--- src/rtl/fir_pkg.sv ---
// Shared constants and helpers for the FIR result drain path.
package fir_pkg;

  localparam int SUM_W = 32;
  localparam int OUT_W = 16;

  localparam logic [OUT_W-1:0] SAT_POS = 16'h7FFF;
  localparam logic [OUT_W-1:0] SAT_NEG = 16'h8000;

  // Ceiling log2, used to size pointers and occupancy counters.
  function automatic int clog2(input int value);
    int res;
    res = 0;
    for (int p = 32'sd1; p < value; p = p * 32'sd2) begin
      res = res + 32'sd1;
    end
    return res;
  endfunction

endpackage

--- src/rtl/fir_drain_fifo.sv ---
// Show-ahead synchronous FIFO for the drain path. The head word is
// presented on rdata_o whenever the FIFO is not empty; an empty FIFO
// presents zero. A push into a full FIFO is accepted only when a pop
// happens in the same cycle.
module fir_drain_fifo
  import fir_pkg::*;
#(
  parameter int DEPTH = 8,
  parameter int W     = 16
) (
  input  logic                   clk_i,
  input  logic                   rst_ni,
  input  logic                   push_i,
  input  logic                   pop_i,
  input  logic [W-1:0]           wdata_i,
  output logic [W-1:0]           rdata_o,
  output logic                   full_o,
  output logic                   empty_o,
  output logic [clog2(DEPTH):0]  level_o
);

  localparam int AW = clog2(DEPTH);
  localparam logic [AW-1:0] PTR_ONE  = AW'(1'b1);
  localparam logic [AW:0]   LVL_ONE  = (AW+1)'(1'b1);
  localparam logic [AW:0]   FULL_LVL = (AW+1)'(DEPTH);

  logic [W-1:0]  mem_q [DEPTH];
  logic [AW-1:0] wr_q, wr_d;
  logic [AW-1:0] rd_q, rd_d;
  logic [AW:0]   lvl_q, lvl_d;
  logic          rd_en_s;
  logic          wr_en_s;

  assign empty_o = (lvl_q == '0);
  assign full_o  = (lvl_q == FULL_LVL);
  assign level_o = lvl_q;
  assign rd_en_s = pop_i & ~empty_o;
  assign wr_en_s = push_i & (~full_o | rd_en_s);

  // Head word, forced to zero while empty so stale entries never leak out.
  always_comb begin
    rdata_o = '0;
    if (empty_o) begin
      rdata_o = '0;
    end else begin
      rdata_o = mem_q[rd_q];
    end
  end

  // Next pointer and occupancy values from the accepted push/pop pair.
  always_comb begin
    wr_d  = wr_q;
    rd_d  = rd_q;
    lvl_d = lvl_q;
    if (wr_en_s) begin
      wr_d = wr_q + PTR_ONE;
    end else begin
      wr_d = wr_q;
    end
    if (rd_en_s) begin
      rd_d = rd_q + PTR_ONE;
    end else begin
      rd_d = rd_q;
    end
    case ({wr_en_s, rd_en_s})
      2'b10:   lvl_d = lvl_q + LVL_ONE;
      2'b01:   lvl_d = lvl_q - LVL_ONE;
      default: lvl_d = lvl_q;
    endcase
  end

  // Storage and pointer registers; reset discards all contents.
  always_ff @(posedge clk_i or negedge rst_ni) begin
    if (!rst_ni) begin
      for (int i = 0; i < DEPTH; i++) begin
        mem_q[i] <= '0;
      end
      wr_q  <= '0;
      rd_q  <= '0;
      lvl_q <= '0;
    end else begin
      if (wr_en_s) begin
        mem_q[wr_q] <= wdata_i;
      end
      wr_q  <= wr_d;
      rd_q  <= rd_d;
      lvl_q <= lvl_d;
    end
  end

endmodule

--- src/rtl/fir_result_drain.sv ---
// Reader side of the FIR core result stream (clk3 domain).
// Samples DA sums on a strobe, scales by SHIFT, saturates to 16 bits,
// buffers the samples and hands them downstream on valid/ready.
// Build option: FIR_DRAIN_ROUND_EN selects round-half-up scaling;
// without it the scaling truncates toward minus infinity.
module fir_result_drain
  import fir_pkg::*;
#(
  parameter int DEPTH  = 8,
  parameter int SHIFT  = 15,
  parameter int DROP_W = 8
) (
  input  logic                  clk3,
  input  logic                  areset_n,
  input  logic [SUM_W-1:0]      sum_in,
  input  logic                  sum_valid,
  output logic [OUT_W-1:0]      out_data,
  output logic                  out_valid,
  input  logic                  out_ready,
  output logic [clog2(DEPTH):0] level,
  output logic [DROP_W-1:0]     drop_count,
  input  logic                  drop_clr
);

  // Saturation limits sign-extended to the 33-bit working width.
  localparam logic signed [SUM_W:0] POS_LIM =
    $signed({{(SUM_W+1-OUT_W){1'b0}}, SAT_POS});
  localparam logic signed [SUM_W:0] NEG_LIM =
    $signed({{(SUM_W+1-OUT_W){1'b1}}, SAT_NEG});
`ifdef FIR_DRAIN_ROUND_EN
  localparam logic signed [SUM_W:0] RND = 33'sd1 <<< (SHIFT - 1);
`endif
  localparam logic [DROP_W-1:0] DROP_ONE = DROP_W'(1'b1);
  localparam logic [DROP_W-1:0] DROP_MAX = '1;

  // One extra bit keeps the rounding add from wrapping near +2^31.
  function automatic logic [OUT_W-1:0] scale_sat(input logic [SUM_W-1:0] sum);
    logic signed [SUM_W:0] t;
    logic signed [SUM_W:0] r;
    t = $signed({sum[SUM_W-1], sum});
`ifdef FIR_DRAIN_ROUND_EN
    t = t + RND;
`endif
    r = t >>> SHIFT;
    if (r > POS_LIM) begin
      return SAT_POS;
    end else if (r < NEG_LIM) begin
      return SAT_NEG;
    end else begin
      return r[OUT_W-1:0];
    end
  endfunction

  logic [OUT_W-1:0]  stg_data_q, stg_data_d;
  logic              stg_v_q, stg_v_d;
  logic [DROP_W-1:0] drop_q, drop_d;
  logic              fifo_full_s;
  logic              fifo_empty_s;
  logic              pop_s;
  logic              drop_s;

  assign out_valid  = ~fifo_empty_s;
  assign pop_s      = out_valid & out_ready;
  assign drop_s     = stg_v_q & fifo_full_s & ~pop_s;
  assign drop_count = drop_q;

  // Stage register: capture the scaled sample on the strobe.
  always_comb begin
    stg_v_d    = sum_valid;
    stg_data_d = stg_data_q;
    if (sum_valid) begin
      stg_data_d = scale_sat(sum_in);
    end else begin
      stg_data_d = stg_data_q;
    end
  end

  // Drop counter: saturating; a clear coinciding with a drop leaves one.
  always_comb begin
    drop_d = drop_q;
    if (drop_clr) begin
      if (drop_s) begin
        drop_d = DROP_ONE;
      end else begin
        drop_d = '0;
      end
    end else if (drop_s && (drop_q != DROP_MAX)) begin
      drop_d = drop_q + DROP_ONE;
    end else begin
      drop_d = drop_q;
    end
  end

  // Stage and drop-counter state registers.
  always_ff @(posedge clk3 or negedge areset_n) begin
    if (!areset_n) begin
      stg_data_q <= '0;
      stg_v_q    <= 1'b0;
      drop_q     <= '0;
    end else begin
      stg_data_q <= stg_data_d;
      stg_v_q    <= stg_v_d;
      drop_q     <= drop_d;
    end
  end

  fir_drain_fifo #(
    .DEPTH (DEPTH),
    .W     (OUT_W)
  ) u_fifo (
    .clk_i   (clk3),
    .rst_ni  (areset_n),
    .push_i  (stg_v_q),
    .pop_i   (pop_s),
    .wdata_i (stg_data_q),
    .rdata_o (out_data),
    .full_o  (fifo_full_s),
    .empty_o (fifo_empty_s),
    .level_o (level)
  );

endmodule
--- config.mk ---
export PLATFORM = sky130hd
export DESIGN_NAME = fir_result_drain
export DESIGN_NICKNAME = d
export VERILOG_FILES = /design/src/rtl/fir_pkg.sv /design/src/rtl/fir_drain_fifo.sv /design/src/rtl/fir_result_drain.sv
export SDC_FILE = /design/constraint.sdc
export NUM_CORES = 1
export LEC_CHECK = 0
export BUFFER_PORTS_ARGS = -buffer_cell sky130_fd_sc_hd__buf_2
export CAP_MARGIN = 0
export CORE_MARGIN = 1
export CORE_UTILIZATION = 64
export CTS_BUF_LIST = sky130_fd_sc_hd__clkbuf_16
export DETAILED_ROUTE_END_ITERATION = 16
export MAX_ROUTING_LAYER = met4
export PLACE_DENSITY_LB_ADDON = 0.08
export REMOVE_ABC_BUFFERS = 1
export SLEW_MARGIN = 20
export SYNTH_ARGS = -nofsm -noshare
export SYNTH_HDL_FRONTEND = slang
export SYNTH_SLANG_ARGS = --single-unit
--- constraint.sdc ---
create_clock -name clk3 -period 3.5 [get_ports clk3]
set_input_delay 0.525 -clock clk3 [delete_from_list [all_inputs] [get_ports clk3]]
set_output_delay 0.525 -clock clk3 [all_outputs]
set_load 0.05 [all_outputs]
After elaboration in Yosys (flattened, before gate mapping) --
Cells that the tools add are included.
Word-level totals: flip-flop bits (word level) 163, output and inout port bits 29, logic and storage cells 57
Operators by class: $add $sub $neg 5, $lt $le $gt $ge 5, equal/unequal tests 4, muxes and demuxes 13, bitwise gates (word level) 11, reduce and logical (&&, ||, !) cells 5
Operators with widths (number):
- bitwise mux 128 bit | 1
- 2-to-1 mux 16 bit | 6
- binary-select mux 16 bit (select 3 bit) | 1
- demux 16 bit (select 3 bit) | 1
- > comparator 17 x 16 -> 1 bit, second input constant | 1
- < comparator 17 x 16 -> 1 bit, second input constant | 1
- 2-to-1 mux 8 bit | 2
- adder 8 x 1 -> 8 bit, second input constant | 1
- >= comparator 4 bit, second input constant | 2
- != test 8 bit, second input constant | 1
- NOT 3 -> 4 bit | 2
- one-hot mux 4 bit (2 select lines) | 1
- adder 3 x 1 -> 3 bit, second input constant | 2
- bitwise AND 1 bit | 5
- adder 4 x 1 -> 4 bit, second input constant | 1
- equality test 4 bit, second input constant | 1
- logical NOT 4 bit | 1
- < comparator 4 x 1 -> 1 bit, second input constant | 1
- nonzero test 2 bit | 2
- subtractor 4 x 1 -> 4 bit, second input constant | 1
- NOT 1 bit | 3
- equality test 2 x 1 -> 1 bit, second input constant | 1
- equality test 2 bit, second input constant | 1
- logical AND 1 bit | 2
- other kinds (2) | 2

Depth between registers and ports, before layout --
Gate-level depths: netlist (run 1).
depth after elaboration 8, depth in mapped cells 12, depth with buffers taken out 10

Modules after synthesis --
Synthesis (run 1) repeated with hierarchy kept, for this count alone.
Second synthesis, totals: cell total of the unflattened synthesis 502, area, all modules 7876.3 µm²
By module, submodules not included:
- fir_drain_fifo | instances 1, cells each 399, area an instance 6598.8 µm², sequential area each 3453.3 µm²
- fir_result_drain | instances 1, cells each 103, area an instance 1277.5 µm², sequential area each 625.6 µm²

Least setup slack after synthesis (run 1) --
Ideal clock, no wire load.
kind register -> register, from register u_fifo.lvl_q[1], in the netlist u_fifo.level_o[1], to register u_fifo.lvl_q[2], in the netlist u_fifo.level_o[2], library setup time 0.151 ns, data arrival time 2.895 ns, setup slack 0.454 ns, stages on the path, launching flop included 13, clock period less this slack 3.046 ns, cells stage by stage dfrtp_1 > buf_2 > nor4_4 > inv_1 > and2_1 > clkbuf_1 > ha_1 > xor2_1 > ha_1 > a21oi_1 > xor2_1 > nor2_1 > xor2_1
On the way: cells in the longest elaborated chain, start to end 8
Ends and longest elaborated chain:
- from (decl) | RTL line fir_drain_fifo.sv:30 | logic [AW:0] lvl_q, lvl_d;
- from (signal assigned) | RTL line fir_drain_fifo.sv:87 | lvl_q <= lvl_d;
- logical NOT 4 bit * | RTL line fir_drain_fifo.sv:34 | assign empty_o = (lvl_q == '0);
- NOT 1 bit * | RTL line fir_result_drain.sv:62 | assign out_valid = ~fifo_empty_s;
- named net out_valid | RTL line fir_result_drain.sv:18 | output logic out_valid,
- bitwise AND 1 bit | RTL line fir_result_drain.sv:63 | assign pop_s = out_valid & out_ready;
- bitwise AND 1 bit * | RTL line fir_drain_fifo.sv:37 | assign rd_en_s = pop_i & ~empty_o;
- named net u_fifo.rd_en_s | RTL line fir_drain_fifo.sv:31 | logic rd_en_s;
- OR 1 bit | RTL line fir_drain_fifo.sv:38 | assign wr_en_s = push_i & (~full_o | rd_en_s);
- bitwise AND 1 bit | RTL line fir_drain_fifo.sv:38
- equality test 2 x 1 -> 1 bit or equality test 2 bit (tied branches) | RTL line fir_drain_fifo.sv:65 | case ({wr_en_s, rd_en_s})
- one-hot mux 4 bit (2 select lines) or nonzero test 2 bit (tied branches)
The timed path passes the listed nets; every way through them passes the cells marked *. A chain may end at the register's enable or synchronous reset.

Worst setup path after layout (run 1) --
from register u_fifo.rd_q[1], to output port out_data[9]
On the way: cells in the longest elaborated chain, start to end 5
Ends and longest elaborated chain:
- from (decl) | RTL line fir_drain_fifo.sv:29 | logic [AW-1:0] rd_q, rd_d;
- from (signal assigned) | RTL line fir_drain_fifo.sv:86 | rd_q <= rd_d;
- NOT 3 -> 4 bit (not written as such) | RTL line fir_drain_fifo.sv:46 | rdata_o = mem_q[rd_q];
- binary-select mux 16 bit (select 3 bit) | RTL line fir_drain_fifo.sv:46
- 2-to-1 mux 16 bit (not written as such) (2 in a row) | RTL line fir_drain_fifo.sv:46
- 2-to-1 mux 16 bit | RTL line fir_drain_fifo.sv:43 | if (empty_o) begin
- to (decl) | RTL line fir_result_drain.sv:17 | output logic [OUT_W-1:0] out_data,
No other way between the ends. The select of a mux whose other input is x is not followed.

==> impl_metrics.ini, run 1 <==
[place]
dp_hpwl_mm = 8.90
gp_congestion = 0.787
io_buffers = 50
placedCellCount = 673
postPlaceCellArea_mm2 = 0.00809

[timing]
max_freq_ghz = 0.353
hold_viol = 0
min_period_ps = 2830
setup_viol = 0
fin_crit_sh_pct = 81.0
worst_pin_slew_ps = 963
hold_ws_ps = 221
finalMaxSlewViolations = 0
fin_skew_ps = 8.06
rsz0062_at_grt = no
fin_setup_tns_ps = 0
max_slew_margin_pct = 35.8

[floorplan]
initial_core_util_pct = 66.8
dieArea_mm2 = 0.0126
fp.dieW_um = 112
core-area_mm2 = 0.0116
rows = 39
io_pins = 66
die_h_um = 112

[run_status]
violations = DRC
status = complete, but fails checks

[layout]
finalCoreUtilization_pct = 75.0
final_area_mm2 = 0.00871
syn2layout_area_growth_pct = 12.3
fin_nets = 592
n_antenna_cell = 0
layout-drive-gt1-share_pct = 49.2
fin_cells = 704

[clock_tree]
cts_setup_buffers = 0
htree_levels = 4
path_clk_slew_ps = 60
clk_path_buf_depth = 2
cts_resized = 0
root_buffer = clkbuf_16
cts_buffers = 17
holdBufCountCts = 0
cts_tree = built
clock_sinks = 163
clkLatencyLatePin_ps = 420

[routing]
vias_per_cell = 6.24
drtIter0Drc = 358
drt-total-wl_mm = 15.4
wl_per_cell_um = 21.9
drc = 4
postRouteAntennaNets = 0
vias = 4390
dr.pass1.iters = 10

[synth]
syn_avg_cell_area_um2 = 15.4
ys_ff_latch = 163
async_flop_share_pct = 100
synth_cell_types = 42
synth_edf_count = 0
yosysSeqAreaShare_pct = 52.6
synth_ff_type = dfrtp_1
synth-warning-count = 0
netlist_area_mm2 = 0.00776
synthesis.instances = 503

[power]
p_per_area_mw_per_mm2 = 1060
p_comb_share_pct = 42.8
p_switching_uw = 3380
swShare_pct = 36.6
clock_power_share_pct = 21.2
power.share.sequential_pct = 35.9
internal_power_uw = 5860
power_leakage_uw = 0.00391
vdd.ir_drop.worst_uv = 617

[worst_setup_path]
cp-end-kind = output port
crit_path_max_fanout = 27
start_kind = register
startpoint = u_fifo.rd_q[1]$_DFFE_PN0P_
path_class = reg2out
cp.required_ps = 2970
r2r-start = u_fifo.level_o[1]$_DFFE_PN0P_
arrival_ps = 2310

[grt]
grt_pass1_wl_mm = 25.1
grt_max_degree = 109
grt_usage_pct = 27.8
antenna_found_initial = 0
grt_pass1_vias = 4645
grt-ovfl-total = 0

[min_path]
hold_path.class = in2async

[flow_run]
max_cap_violations = 0
==> cells in the mapped netlist, drive strengths merged, types with 2 or more instances <==
cell    instances  area (um^2)
mux2          147         1730
dfrtp         163         4080
nor4bb          2         20.0
nand4           3         33.8
nand4b          3         53.8
clkbuf         12         45.0
a21oi           8         40.0
and4            3         26.3
ha              6         75.1
inv             5         18.8
nor2           19         71.3
nand3           6         42.5
o31ai           4         30.0
xnor2           3         26.3
xor2            6         52.6
nand3b          2         27.5
buf            21          146
nor3b           3         27.5
o41ai           2         17.5
mux2i          18          180
or4             4         30.0
mux4           32          721
nand2           6         27.5
maj3           15          150
o21ai           3         15.0
==> critical path, cell delays in order, from the launching register on <==
cell and delay [ps]:
dfrtp_1 540, buf_4 460, mux4_2 380, mux2i_1 200, nor2_1 70, buf_2 220
==> layout by cell type, fill, tap and decap left out, types with 2 or more instances in the layout <==
cell type	instances
dfrtp_1	162
mux2_2	127
buf_2	49
mux4_2	32
mux2_4	20
nor2_1	19
mux2i_1	18
clkbuf_16	17
maj3_1	15
buf_4	9
a21oi_1	8
inv_1	7
xor2_1	6
ha_1	6
nand3_1	5
bufinv_16	5
nand2_1	4
or4_1	4
o31ai_1	4
clkinv_1	4
and4_1	3
o21ai_0	3
xnor2_1	3
nand4b_2	2
nor3b_1	2
nand2_2	2
o41ai_1	2
nand4_1	2
nor4bb_1	2
==> per-layer routing <==
metal  GRT usage [%]  up-vias  routed length [um]
li1                -     1965                   -
met1            36.6     2318                6970
met2            44.0       85                7700
met3            4.75       22                 426
met4            10.6        0                 287
met5               -        -                   0
==> power by group through the flow <==
stage          registers (uW)  logic [uW]  clock network (uW)
4_1_cts                  3310        4000                1980
6_report                 3320        3960                1960
2_1_floorplan            3370        2980                   0
5_1_grt                  3420        4220                2050
3_3_place_gp             3260        3880                   0
3_5_place_dp             3330        3970                   0
==> final timing paths <==
check / endpoint / slack [ps] / cells after the start
hold / removal: drop_count[6]$_DFFE_PN0P_ / 220 / 1
max in group asynchronous: u_fifo.mem_q[54]$_DFFE_PN0P_ / 2320 / 2
min in group clk3: drop_count[5]$_DFFE_PN0P_ / 380 / 2
hold reg to reg: u_fifo.mem_q[84]$_DFFE_PN0P_ / 500 / 1
setup reg to reg: u_fifo.level_o[2]$_DFFE_PN0P_ / 960 / 10
setup / recovery: out_data[9] / 670 / 5
==> registers in the layout, indices dropped and copies added, names as in the netlist <==
signal,flops
u_fifo.rd_q,3
stg_data_q,16
u_fifo.wr_q,3
u_fifo.mem_q,128
drop_count,8
stg_v_q,1
u_fifo.level_o,4
==> logic make-up after synthesis <==
kind of cell    Yosys count  synth area share, %
mux                     197                 33.9
flops                   163                 52.6
compound gates           20                 1.69
buf+inv                  38                 2.71
simple gates             55                 5.16
xor+xnor                  9                 1.02
fa+ha+maj                21                 2.90
==> through the flow <==
| step | total power, uW | setup slack (ps) |
|---|---|---|
| 2_1_floorplan | 6350 | 221 |
| 3_3_place_gp | 7130 | 978 |
| 3_5_place_dp | 7290 | 967 |
| 4_1_cts | 9300 | 638 |
| 5_1_grt | 9690 | 530 |
| 6_report | 9240 | 665 |
==> area by class of cell <==
type	instances	area, um^2
flip-flops and latches	163	4080
multi-input cells	302	3470
clock inverters	14	194
repair buffers	60	344
fillers	730	2910
clock buffers	17	425
inverters	5	18.8
well taps	143	179
Power figures use the tool's default switching activity.
==> run 2: changes to the inputs <==
- CORE_UTILIZATION: 64 -> 54
- clock period: 3.5 -> 2.5 ns (I/O delays scaled with it)
==> run 2 against run 1 <==
Effect of this change:
- the run now ends clean
- critical path depth grew 1
- sequential share of layout area down 1.1 points
- non-clock buffer count is 10 higher
- die area up 18%
- clock skew down 3.7 ps
- critical endpoint is now out_data[3]
==> impl_metrics.ini, run 2 (synthesized netlist as in run 1, its figures left out) <==
[run_status]
status = completed

[worst_setup_path]
cp.required_ps = 2120
cp-end-kind = output port
start_kind = register
rrSetupSlack_ps = 190
arrival_ps = 2090
crit_path_max_fanout = 8
path_class = reg2out

[place]
io_buffers = 50
placedCellCount = 715
gp_congestion = 0.801
dp_hpwl_mm = 9.34

[timing]
setup_viol = 0
min_period_ps = 2470
rsz0062_at_grt = yes
hold_viol = 0
worst_pin_slew_ps = 650
max_slew_margin_pct = 56.6
max_freq_ghz = 0.405
finalMaxSlewViolations = 0
fin_crit_sh_pct = 98.7
fin_skew_ps = 4.33

[clock_tree]
clock_sinks = 163
cts_tree = built
clk_path_buf_depth = 2
htree_levels = 4
clkLatencyLatePin_ps = 430
path_clk_slew_ps = 60
root_buffer = clkbuf_16
cts_buffers = 17

[power]
power_leakage_uw = 0.00399
vdd.ir_drop.worst_uv = 922
clock_power_share_pct = 20.2
power_uw = 13100
swShare_pct = 36.5
p_comb_share_pct = 45.1
internal_power_uw = 8340
power.share.sequential_pct = 34.7
p_switching_uw = 4800
p_per_area_mw_per_mm2 = 1470

[layout]
syn2layout_area_growth_pct = 15.0
seqCellArea_mm2 = 0.00408
multi_input_area_mm2 = 0.00347
fin_cells = 752
layout-drive-gt1-share_pct = 49.8
fin_nets = 602
final_common_cell = dfrtp_1
largest-register = u_fifo.mem_q
nFillCells = 1048
layout_common_cells = 162 x dfrtp_1, 127 x mux2_2, 48 x buf_2
largest_reg_flops = 128
n_antenna_cell = 0

[routing]
drc = 0
vias = 4393
drtIter0Drc = 204
drt-total-wl_mm = 16.1
wl_per_cell_um = 21.5
dr.pass1.iters = 4
postRouteAntennaNets = 0
vias_per_cell = 5.84

[floorplan]
core-area_mm2 = 0.0139
initial_core_util_pct = 55.7
fp.dieW_um = 122
io_pins = 66
die_h_um = 122
dieArea_mm2 = 0.0148
rows = 43

[grt]
grt_max_degree = 68
grt_usage_pct = 24.4
antenna_found_initial = 0
grt_pass1_wl_mm = 25.2
grt-ovfl-total = 0
grt_pass1_vias = 4518

[flow_run]
max_cap_violations = 0

[min_path]
hold_path.class = in2reg
## run 2: cell type report
class                   count  area share, %
clock buffers              17           4.77
clock inverters            15           1.94
inverters                   5          0.210
multi-input cells         302           38.9
flip-flops and latches    163           45.7
well taps                 180           2.52
repair buffers             70           5.97
## run 2: worst max-delay path, cell delays in order (launching register included)
cell,delay (ps)
dfrtp_2,410
buf_12,140
clkbuf_16,170
mux4_2,510
mux2i_1,140
nor2_1,70
buf_2,230
## run 2: final timing paths
check	startpoint	to	cells past startpoint
max	u_fifo.rd_q[0]$_DFFE_PN0P_	out_data[3]	6
min	drop_clr	drop_count[5]$_DFFE_PN0P_	2
max reg2reg	u_fifo.level_o[3]$_DFFE_PN0P_	u_fifo.level_o[2]$_DFFE_PN0P_	10
min reg2reg	u_fifo.mem_q[68]$_DFFE_PN0P_	u_fifo.mem_q[68]$_DFFE_PN0P_	1
max in group asynchronous	areset_n	u_fifo.mem_q[112]$_DFFE_PN0P_	3
min in group asynchronous	areset_n	u_fifo.level_o[3]$_DFFE_PN0P_	2
## run 2: per-layer routing
metal / up-vias / GRT usage, % / wire length, um
met5: - / - / 0
met4: 0 / 8.95 / 250
met3: 20 / 4.49 / 429
met2: 76 / 37.8 / 8060
met1: 2306 / 32.1 / 7390
li1: 1991 / - / -
## run 2: repair_timing
item | in CTS | in global routing
gates cloned | 1 | 2
pin swaps | 0 | 0
hold buffers | 1 | 0
endpoints found under the setup margin | 3 | 8
endpoints found under the hold margin | 64 | 0
setup buffers | 0 | 1
gates resized for setup | 1 | 3
## run 2: power by group through the flow
stage	sequential [uW]	clock, uW	combinational, uW
finish	4560	2660	5920
global route	4710	2830	6290
CTS	4550	2710	5810
detailed placement	4580	0	5720
global placement	4490	0	5620
floorplan	4720	0	4170
## run 2: through the flow
stage / cell area (um^2) / hold WS [ps] / setup slack, ps / utilization [%] / TNS (ps)
CTS: 8850 / 209 / 3.09 / 63.5 / 0
detailed placement: 8210 / 423 / 225 / 58.9 / 0
finish: 8920 / 224 / 32.7 / 64.0 / 0
global route: 8920 / 229 / -21.3 / 64.0 / -77.0
floorplan: 7560 / 79.4 / -779 / - / -12440
global placement: 8210 / 410 / 254 / 58.9 / 0
==> run 3: changes to the inputs <==
- CORE_UTILIZATION: 54 -> 40
- RECOVER_POWER: default -> 50
==> run 3 against run 2 <==
Effect of this change:
- wire length grew 6.3%
- total power shrank 1.4%
- clock skew grew 5.9 ps
- utilization shrank 16 points
- sequential power is essentially flat
- maximum frequency grew 0.74%
- die area grew 34%
- global-route usage shrank 5.2 points
- critical endpoint is now out_data[12]
- largest power group unchanged
==> impl_metrics.ini, run 3 (synthesized netlist as in run 1, its figures left out) <==
[power]
p_comb_share_pct = 46.2
vdd.ir_drop.worst_uv = 790
clock_power_share_pct = 18.7
p_switching_uw = 4870
power.share.sequential_pct = 35.2
p_per_area_mw_per_mm2 = 1440
swShare_pct = 37.6
power_leakage_uw = 0.00395
internal_power_uw = 8090
power_uw = 13000

[flow_run]
max_cap_violations = 0

[floorplan]
fp.dieW_um = 141
dieArea_mm2 = 0.0200
rows = 50
core-area_mm2 = 0.0188
die_h_um = 141
initial_core_util_pct = 41.2
io_pins = 66

[worst_setup_path]
rrSetupSlack_ps = 190
arrival_ps = 2070
start_kind = register
crit_cells = 5
critPathSlowestCell = mux4_2
path_class = reg2out
r2r_cells = 10
cp_cell_sequence = buf_12 -> mux4_2 -> mux2i_2 -> nor2_1 -> buf_2
slowest_delay_ps = 530
cp_num_buf_inv = 2
cp-end-kind = output port
critPathTopFamily = multiplexers
crit_path_max_fanout = 12
cp.required_ps = 2120

[grt]
grt_max_degree = 72
grt-ovfl-total = 0
grt_usage_pct = 19.1
antenna_found_initial = 0
grt_pass1_vias = 4619
grt_pass1_wl_mm = 27.4

[timing]
fin_skew_ps = 10.3
max_freq_ghz = 0.408
worst_pin_slew_ps = 1420
fin_ws_ps = 50.8
fin_crit_sh_pct = 98.0
hold_viol = 0
setup_viol = 0
rsz0062_at_grt = yes
finalMaxSlewViolations = 0
max_slew_margin_pct = 5.10
min_period_ps = 2450

[routing]
drt-total-wl_mm = 17.2
drc = 0
met1_length_mm = 8.09
wl_per_cell_um = 20.6
drtIter0Drc = 215
dr.pass1.iters = 4
wl_met3_um = 391
vias = 4352
wl_met2_mm = 8.58
vias_per_cell = 5.24
postRouteAntennaNets = 0
highest-signal-layer = met4

[clock_tree]
clk_path_buf_depth = 2
clkLatencyLatePin_ps = 420
path_clk_slew_ps = 70
clock_sinks = 163
cts_tree = built
cts_buffers = 17
htree_levels = 4
root_buffer = clkbuf_16

[layout]
fin_cells = 831
largest-register = u_fifo.mem_q
n_antenna_cell = 0
final_common_cell = dfrtp_1
fin_nets = 601
largest_reg_flops = 128
syn2layout_area_growth_pct = 15.7
layout_common_cells = 162 x dfrtp_1, 127 x mux2_2, 44 x buf_2
layout-drive-gt1-share_pct = 50.6

[run_status]
status = completed

[place]
placedCellCount = 795
dp_hpwl_mm = 9.85
io_buffers = 50
place_ws_ps = 188
gp_congestion = 0.758

[min_path]
hold_path.class = in2reg
hold_depth = 2
==> run 3: changes by cell type in the layout (fill, tap and decap cells not counted) <==
cell,before,now
buf_12,5,7
mux2i_1,18,17
inv_6,0,1
clkinvlp_4,1,6
clkinv_1,5,0
clkinv_2,2,4
clkbuf_16,19,18
clkbuf_2,0,1
mux2i_2,0,1
clkbuf_1,0,1
bufinv_16,4,1
buf_2,48,44
==> run 3: path summary, 6_finish.rpt <==
| check | start | endpoint |
|---|---|---|
| worst min register to register | u_fifo.mem_q[85]$_DFFE_PN0P_ | u_fifo.mem_q[85]$_DFFE_PN0P_ |
| max in group asynchronous | areset_n | u_fifo.mem_q[13]$_DFFE_PN0P_ |
| worst max-delay path | u_fifo.rd_q[0]$_DFFE_PN0P_ | out_data[12] |
| min in group asynchronous | areset_n | u_fifo.level_o[3]$_DFFE_PN0P_ |
| worst min-delay path | sum_in[31] | stg_data_q[15]$_DFFE_PN0P_ |
| worst max register to register | u_fifo.level_o[3]$_DFFE_PN0P_ | u_fifo.level_o[2]$_DFFE_PN0P_ |
==> run 3: area by class of cell <==
class                           instances  area, um^2
Tap cell                              260         325
Fill cell                            1695        9850
Clock inverter                         15         120
Multi-Input combinational cell        302        3470
Clock buffer                           17         425
Timing Repair Buffer                   69         537
Sequential cell                       163        4080
Inverter                                5        18.8
==> run 3: power by group through the flow <==
stage	Combinational [uW]	Clock (uW)	Sequential, uW
after detailed placement	5850	0	4590
after floorplan	4170	0	4720
final	5980	2420	4560
after CTS	5990	2480	4550
after global placement	5760	0	4510
after global routing	6410	2590	4710
==> run 3: worst reg2reg max path: cells and delay by family, from the launching register on <==
family	cells	cell delay, ps
adder cells (fa/ha/maj)	2	460
AND/OR/NAND/NOR	3	580
AO/OA/AOI/OAI	1	150
XOR/XNOR	3	500
buffers and inverters	1	70
flip-flops	1	440
==> run 3: repair_timing <==
item,in CTS,in global routing
setup buffers,0,1
cloned,1,1
hold buffers,1,0
endpoints found under the hold margin,49,0
setup endpoints to repair,1,13
gates resized for setup,4,4
==> run 3: metal layers <==
layer,track usage (%),vias up
met3,3.68,6
met1,25.2,2296
li1,-,1994
met5,-,-
met4,4.12,0
met2,30.8,56
==> run 3: stage by stage <==
| step | hold WS, ps | TNS, ps | util [%] | area (um^2) |
|---|---|---|---|---|
| 2_1_floorplan | 79.4 | -12440 | - | 7560 |
| 3_3_place_gp | 368 | 0 | 44.3 | 8350 |
| 3_5_place_dp | 371 | 0 | 44.3 | 8350 |
| 4_1_cts | 202 | -0.768 | 47.5 | 8950 |
| 5_1_grt | 198 | -78.7 | 47.7 | 8980 |
| 6_report | 214 | 0 | 47.7 | 8980 |
